### src/rtl/maxpool1d.sv
// Streaming 1D max-pooling stage: reduces each non-overlapping window of
// POOL_SIZE signed samples to its maximum over a valid/ready interface.
module maxpool1d #(
    parameter int unsigned DATA_WIDTH = 12,
    parameter int unsigned POOL_SIZE  = 2
) (
    input  logic                  clk,
    input  logic                  rst,
    output logic                  maxpool_ready_in,
    input  logic                  maxpool_valid_in,
    input  logic [DATA_WIDTH-1:0] maxpool_data_in,
    input  logic                  maxpool_ready_out,
    output logic                  maxpool_valid_out,
    output logic [DATA_WIDTH-1:0] maxpool_data_out
);

    localparam int unsigned      CNT_W    = (POOL_SIZE > 1) ? $clog2(POOL_SIZE) : 1;
    localparam logic [CNT_W-1:0] CNT_LAST = CNT_W'(POOL_SIZE - 1);

    logic [CNT_W-1:0]      cnt;
    logic [DATA_WIDTH-1:0] run_max;
    logic [DATA_WIDTH-1:0] win_max;
    logic                  last;
    logic                  in_xfer;
    logic                  out_xfer;
    logic                  close;

    // Handshake decode and running-max candidate including the current sample
    always_comb begin
        last             = (cnt == CNT_LAST);
        maxpool_ready_in = !last || !maxpool_valid_out || maxpool_ready_out;
        in_xfer          = maxpool_valid_in && maxpool_ready_in;
        out_xfer         = maxpool_valid_out && maxpool_ready_out;
        close            = in_xfer && last;
        win_max          = maxpool_data_in;
        if ((cnt != '0) && ($signed(run_max) > $signed(maxpool_data_in))) begin
            win_max = run_max;
        end
    end

    // Window position and partial maximum; only move on an accepted sample
    always_ff @(posedge clk or negedge rst) begin
        if (!rst) begin
            cnt     <= '0;
            run_max <= '0;
        end else if (in_xfer) begin
            cnt     <= last ? '0 : cnt + CNT_W'(1);
            run_max <= win_max;
        end
    end

    // Output slot: a closing window overwrites a draining result with no bubble
    always_ff @(posedge clk or negedge rst) begin
        if (!rst) begin
            maxpool_valid_out <= 1'b0;
            maxpool_data_out  <= '0;
        end else if (close) begin
            maxpool_valid_out <= 1'b1;
            maxpool_data_out  <= win_max;
        end else if (out_xfer) begin
            maxpool_valid_out <= 1'b0;
        end
    end

endmodule

### config.mk
export PLATFORM = sky130hd
export DESIGN_NAME = maxpool1d
export DESIGN_NICKNAME = d
export VERILOG_FILES = /design/src/rtl/maxpool1d.sv
export SDC_FILE = /design/constraint.sdc
export NUM_CORES = 1
export LEC_CHECK = 0
export ABC_AREA = 1
export BUFFER_PORTS_ARGS = -buffer_cell sky130_fd_sc_hd__buf_2
export CORE_MARGIN = 1
export CORE_UTILIZATION = 59
export CTS_CLUSTER_DIAMETER = 150
export CTS_CLUSTER_SIZE = 10
export DETAILED_ROUTE_END_ITERATION = 16
export PLACE_DENSITY = 0.8
export SLEW_MARGIN = 20
export SYNTH_ARGS = -nofsm -noshare
export SYNTH_HDL_FRONTEND = slang
export SYNTH_SLANG_ARGS = --single-unit
### constraint.sdc
create_clock -name clk -period 2.9 [get_ports clk]
set_input_delay 0.29 -clock clk [delete_from_list [all_inputs] [get_ports clk]]
set_output_delay 0.29 -clock clk [all_outputs]
set_load 0.02 [all_outputs]
# Yosys cells after proc, flatten, opt, wreduce, memory -nomap -nowiden
# Cells that the tools add are included.
# Widths: inputs -> output; s select.
# op_classes
n_reduce_logical	9
magnitude_cmp	1
muxes	4
addsub	1
# op_table
op	count
$gt 12x12->1	1
$mux 12	1
$logic_and 1x1->1	4
$mux 1	3
$logic_not 1->1	2
$logic_or 1x1->1	2
$reduce_bool 2->1	1
$add 1x1->1 const B	1
# word_totals
regBits	26

# Logic depth before layout (Yosys ltp)
# logic_depth
ltp_word	6
mapped_depth	16

# Worst setup path after synthesis
# Ideal clock, no wire load.
# synth_path
path_kind	register to register
from	register run_max[11]
to	register maxpool_data_out[0]
path_buffers	1
t_arrival_ps	1650
required_time_ps	2782
path_stages_with_launch	13
synth_period_minus_slack_ps	1768
setup_slack_ps	1132
cell_sequence	dfrtp_1 -> ha_1 -> nand2_1 -> inv_2 -> nand2_4 -> nor2_4 -> nand4_1 -> nand2_1 -> inv_2 -> clkbuf_1 -> nand3_1 -> nand3_1 -> nand2_1
# synth_between
elab_chain_len	3
# synth_rtl
element	line_no	source
start, declared	21	logic [DATA_WIDTH-1:0] run_max;
start signal, assigned	48	run_max <= win_max;
$gt 12x12->1	36	if ((cnt != '0) && ($signed(run_max) > $signed(maxpool_data_in))) begin
$logic_and 1x1->1	36	
$mux 12	36	
end signal, assigned	59	maxpool_data_out <= win_max;
end, declared	14	output logic [DATA_WIDTH-1:0] maxpool_data_out
# No other way between the ends.
# A chain may end at the register's enable or synchronous reset.

# Final worst setup path
# layout_path
from	register run_max[11]
to	register run_max[4]
# layout_between
elab_chain_len	3
# layout_rtl
element	line_no
$gt 12x12->1	36
$logic_and 1x1->1	36
$mux 12	36
# No other way between the ends.

==> metrics.md <==
| Metric | Value |
|---|---|
| Most common cell after layout, fill and taps aside | `nand2_1` |
| Hold_buf cts | `1` |
| Maximum fanout along the worst path | `13` |
| NumNets Final | `273` |
| Dpl cells | `approximately 270` |
| Crit path from | `run_max[11]` |
| Slowest cell on crit path | `dfrtp_1` |
| Fmax | `473 MHz` |
| Post-Synth Adder-Cell Area | `0.0903` |
| Hold WC Path Type | `in -> reg` |
| Crit share post-route | `0.729` |
| Static Leakage | `between 1 and 1.5 nW` |
| Clock Skew | `approximately 0.003 ns` |
| Startpoint Class | `flop` |
| Clock Sinks | `26` |
| DR iter-0 viols | `25` |
| Pin count of the biggest net entering global routing | `27` |
| CP peak stage delay | `around 0.43 ns` |
| Crit path to | `run_max[4]` |
| Crit end category | `flop` |
| CTS tree | `built` |
| FP Rows | `18` |
| Final setup viols | `0` |
| Routability cong. | `0.852` |
| Utilization after layout | `0.719` |
| Clock-pin slew on the worst setup and hold paths | `between 0.1 and 0.15 ns` |
| Top cells by area, synth | `dfrtp_1, nand2_1, nand3_1, ha_1, inv_1` |
| Clock buffer count from CTS | `3` |
| Max cap viols | `0` |
| Fillcell total | `223` |
| RSZ-0062 raised after global routing | `false` |
| First-pass GRT wire length | `roughly 5.2 mm` |
| Post-route setup TNS | `0 ns` |
| Total number of vias | `about 1400` |
| Area of the core | `about 2600 um2` |
| Simple-gate share of the synthesized area | `0.381` |
| Status | `completed` |
| Deepest clock path buffer count | `2` |
| Most used cell, CP | `nand2_1` |
| Worst R2R End | `run_max[4]` |
| Vias in the first global route | `around 1200` |
| Synthesis-to-layout area growth | `11.0%` |
| I/O Buffers | `29` |
| WL/cell | `approximately 12 um` |
| Kind of critical path | `reg -> reg` |
| Cell accounting for the most synthesized area | `dfrtp_1` |
| CP arrival | `~2.3 ns` |
| Top Family by Delay on Critical Path | `simple AND/OR/NAND/NOR gates` |
| Fin cells | `274` |
| PwrDens | `around 1000 nW/um2` |
| Worst-skew pair later-pin latency | `0.32 ns` |
| Final Max Tran Viols | `0` |
| Slew @ Worst Pin | `approximately 0.56 ns` |
| DP HPWL | `between 2 and 2.5 mm` |
| Synthesized area | `roughly 1700 um2` |
| Hold_sp | `maxpool_valid_in` |
| WHS | `between 0.15 and 0.2 ns` |
| Crit. path cell count | `10` |
| Most frequent cells in the layout | `nand2_1, nand3_1, inv_1` |
| Gr ovfl total | `0` |
| Average via count per standard cell | `approximately 5` |
| Multiplexer share of the synthesized area | `0` |
| Largest family of logic cells by synthesized area | `simple AND/OR/NAND/NOR gates` |
| Die area | `approximately 3000 um2` |
| Share of cells above drive strength 1 | `0.213` |
| Flop-to-flop setup slack | `just under 0.8 ns` |
| Chip Width | `about 55 um` |
| Total GRT Usage | `0.246` |
| Starting Density | `0.648` |
| Drt pass-1 iters | `4` |
| Number of I/O pins | `30` |
| Post-synthesis xor/xnor area fraction | `0` |
| Critical Path, Cell by Cell | `ha_1 -> a21o_1 -> nor2_1 -> nand3_1 -> nand2_1 -> nand2_2 -> nand2_4 -> nand2_1 -> nand3_1 -> nand2_1` |
| Cell variety after synth | `17` |
| Antenna cells | `0` |
| Min cycle time layout | `around 2.1 ns` |
| Sequential share of the synthesized area | `0.391` |
| Mapped Cells | `216` |
| Crit path required time | `roughly 3.1 ns` |
| Slew headroom | `0.625` |
| Fin. Hold Viols | `0` |
| DRT antenna net count | `0` |
| Resized Gates After CTS | `0` |
| Routed WL | `roughly 3.2 mm` |
| Syn Area/Cell | `7.70 um2` |
| VDD IR max | `between 0.7 and 0.8 mV` |
| Seq cells post-synth | `26` |
| Die height | `around 55 um` |
| Post-synthesis compound-gate area fraction | `0.0166` |
| Synth Warn # | `0` |
| Initial antenna violation count | `0` |
| H-Tree Depth | `1` |
| Buf/Inv on CP | `0` |
| Syn Nets | `about 240` |
| Reg2reg start | `run_max[11]` |
| Post-CTS Setup Inserts | `0` |
| Root Buffer | `clkbuf_4` |
| Path depth of the worst reg2reg path | `10` |
| DRC viols | `0` |
| Synth top area share | `0.391` |
cell usage after synthesis:
master,n
nand2_1,70
nand3_1,38
inv_1,36
dfrtp_1,26
ha_1,12
nand2_4,12
a21oi_1,3
buf_4,3
clkbuf_1,3
inv_2,3
nand4_1,3
nand2_2,2
a21o_1,1
buf_12,1
nor2_1,1
nor2_4,1
o21ai_0,1
layout make-up:
type,instances,area [um2],share of cell area
Clock buffer,4,36.3,0.0197
Tap cell,30,37.5,0.0203
Timing Repair Buffer,31,163,0.0881
Inverter,39,146,0.0793
Sequential cell,26,651,0.353
Multi-Input combinational cell,144,812,0.440
layer usage:
layer	GRT usage	vias up	share of wire
met4	0.0375	0	0.0047
met3	0.0492	2	0.046
li1	-	720	-
met2	0.412	33	0.47
met5	0	-	0
met1	0.335	617	0.48
power breakdown:
group / internal [mW] / leakage, nW / switching, mW
registers: 0.532 / 0.316 / 0.116
clock network: 0.0768 / 0.0210 / 0.104
logic: 0.345 / 0.809 / 0.672
state kept, by name (all words and copies together), names as in the netlist:
register	cells
cnt	1
maxpool_data_out	12
run_max	12
maxpool_valid_out	1
worst min-delay path by stage:
stage	end	slack (ns)	depth (start not counted)
2_1_floorplan	cnt	-0.006	0
3_3_place_gp	run_max[4]	0.32	1
3_5_place_dp	maxpool_data_out[4]	0.32	1
4_1_cts	cnt	0.18	3
5_1_grt	maxpool_valid_out	0.21	4
6_report	cnt	0.19	3
per-stage QoR:
stage,total power [mW],cell area (um2),worst slack [ns]
after floorplan,1.47,1660,1.13
after global placement,1.65,1800,0.813
after detailed placement,1.67,1800,0.767
after CTS,1.86,1850,0.810
after global routing,2.03,1850,0.605
final,1.85,1850,0.787
cells by family after synthesis:
group | after synthesis
AO/OA/AOI/OAI | 5
flip-flops | 26
buffers and inverters | 46
AND/OR/NAND/NOR | 127
adder cells (fa/ha/maj) | 12
worst reg2reg max path: cells and delay by family, from the launching register on:
| kind | cells | cell delay (ns) |
|---|---|---|
| adder cells (fa/ha/maj) | 1 | 0.33 |
| AO/OA/AOI/OAI | 1 | 0.19 |
| flip-flops | 1 | 0.43 |
| AND/OR/NAND/NOR | 8 | 1.07 |
Note: power is estimated with default switching activity, not from simulation.
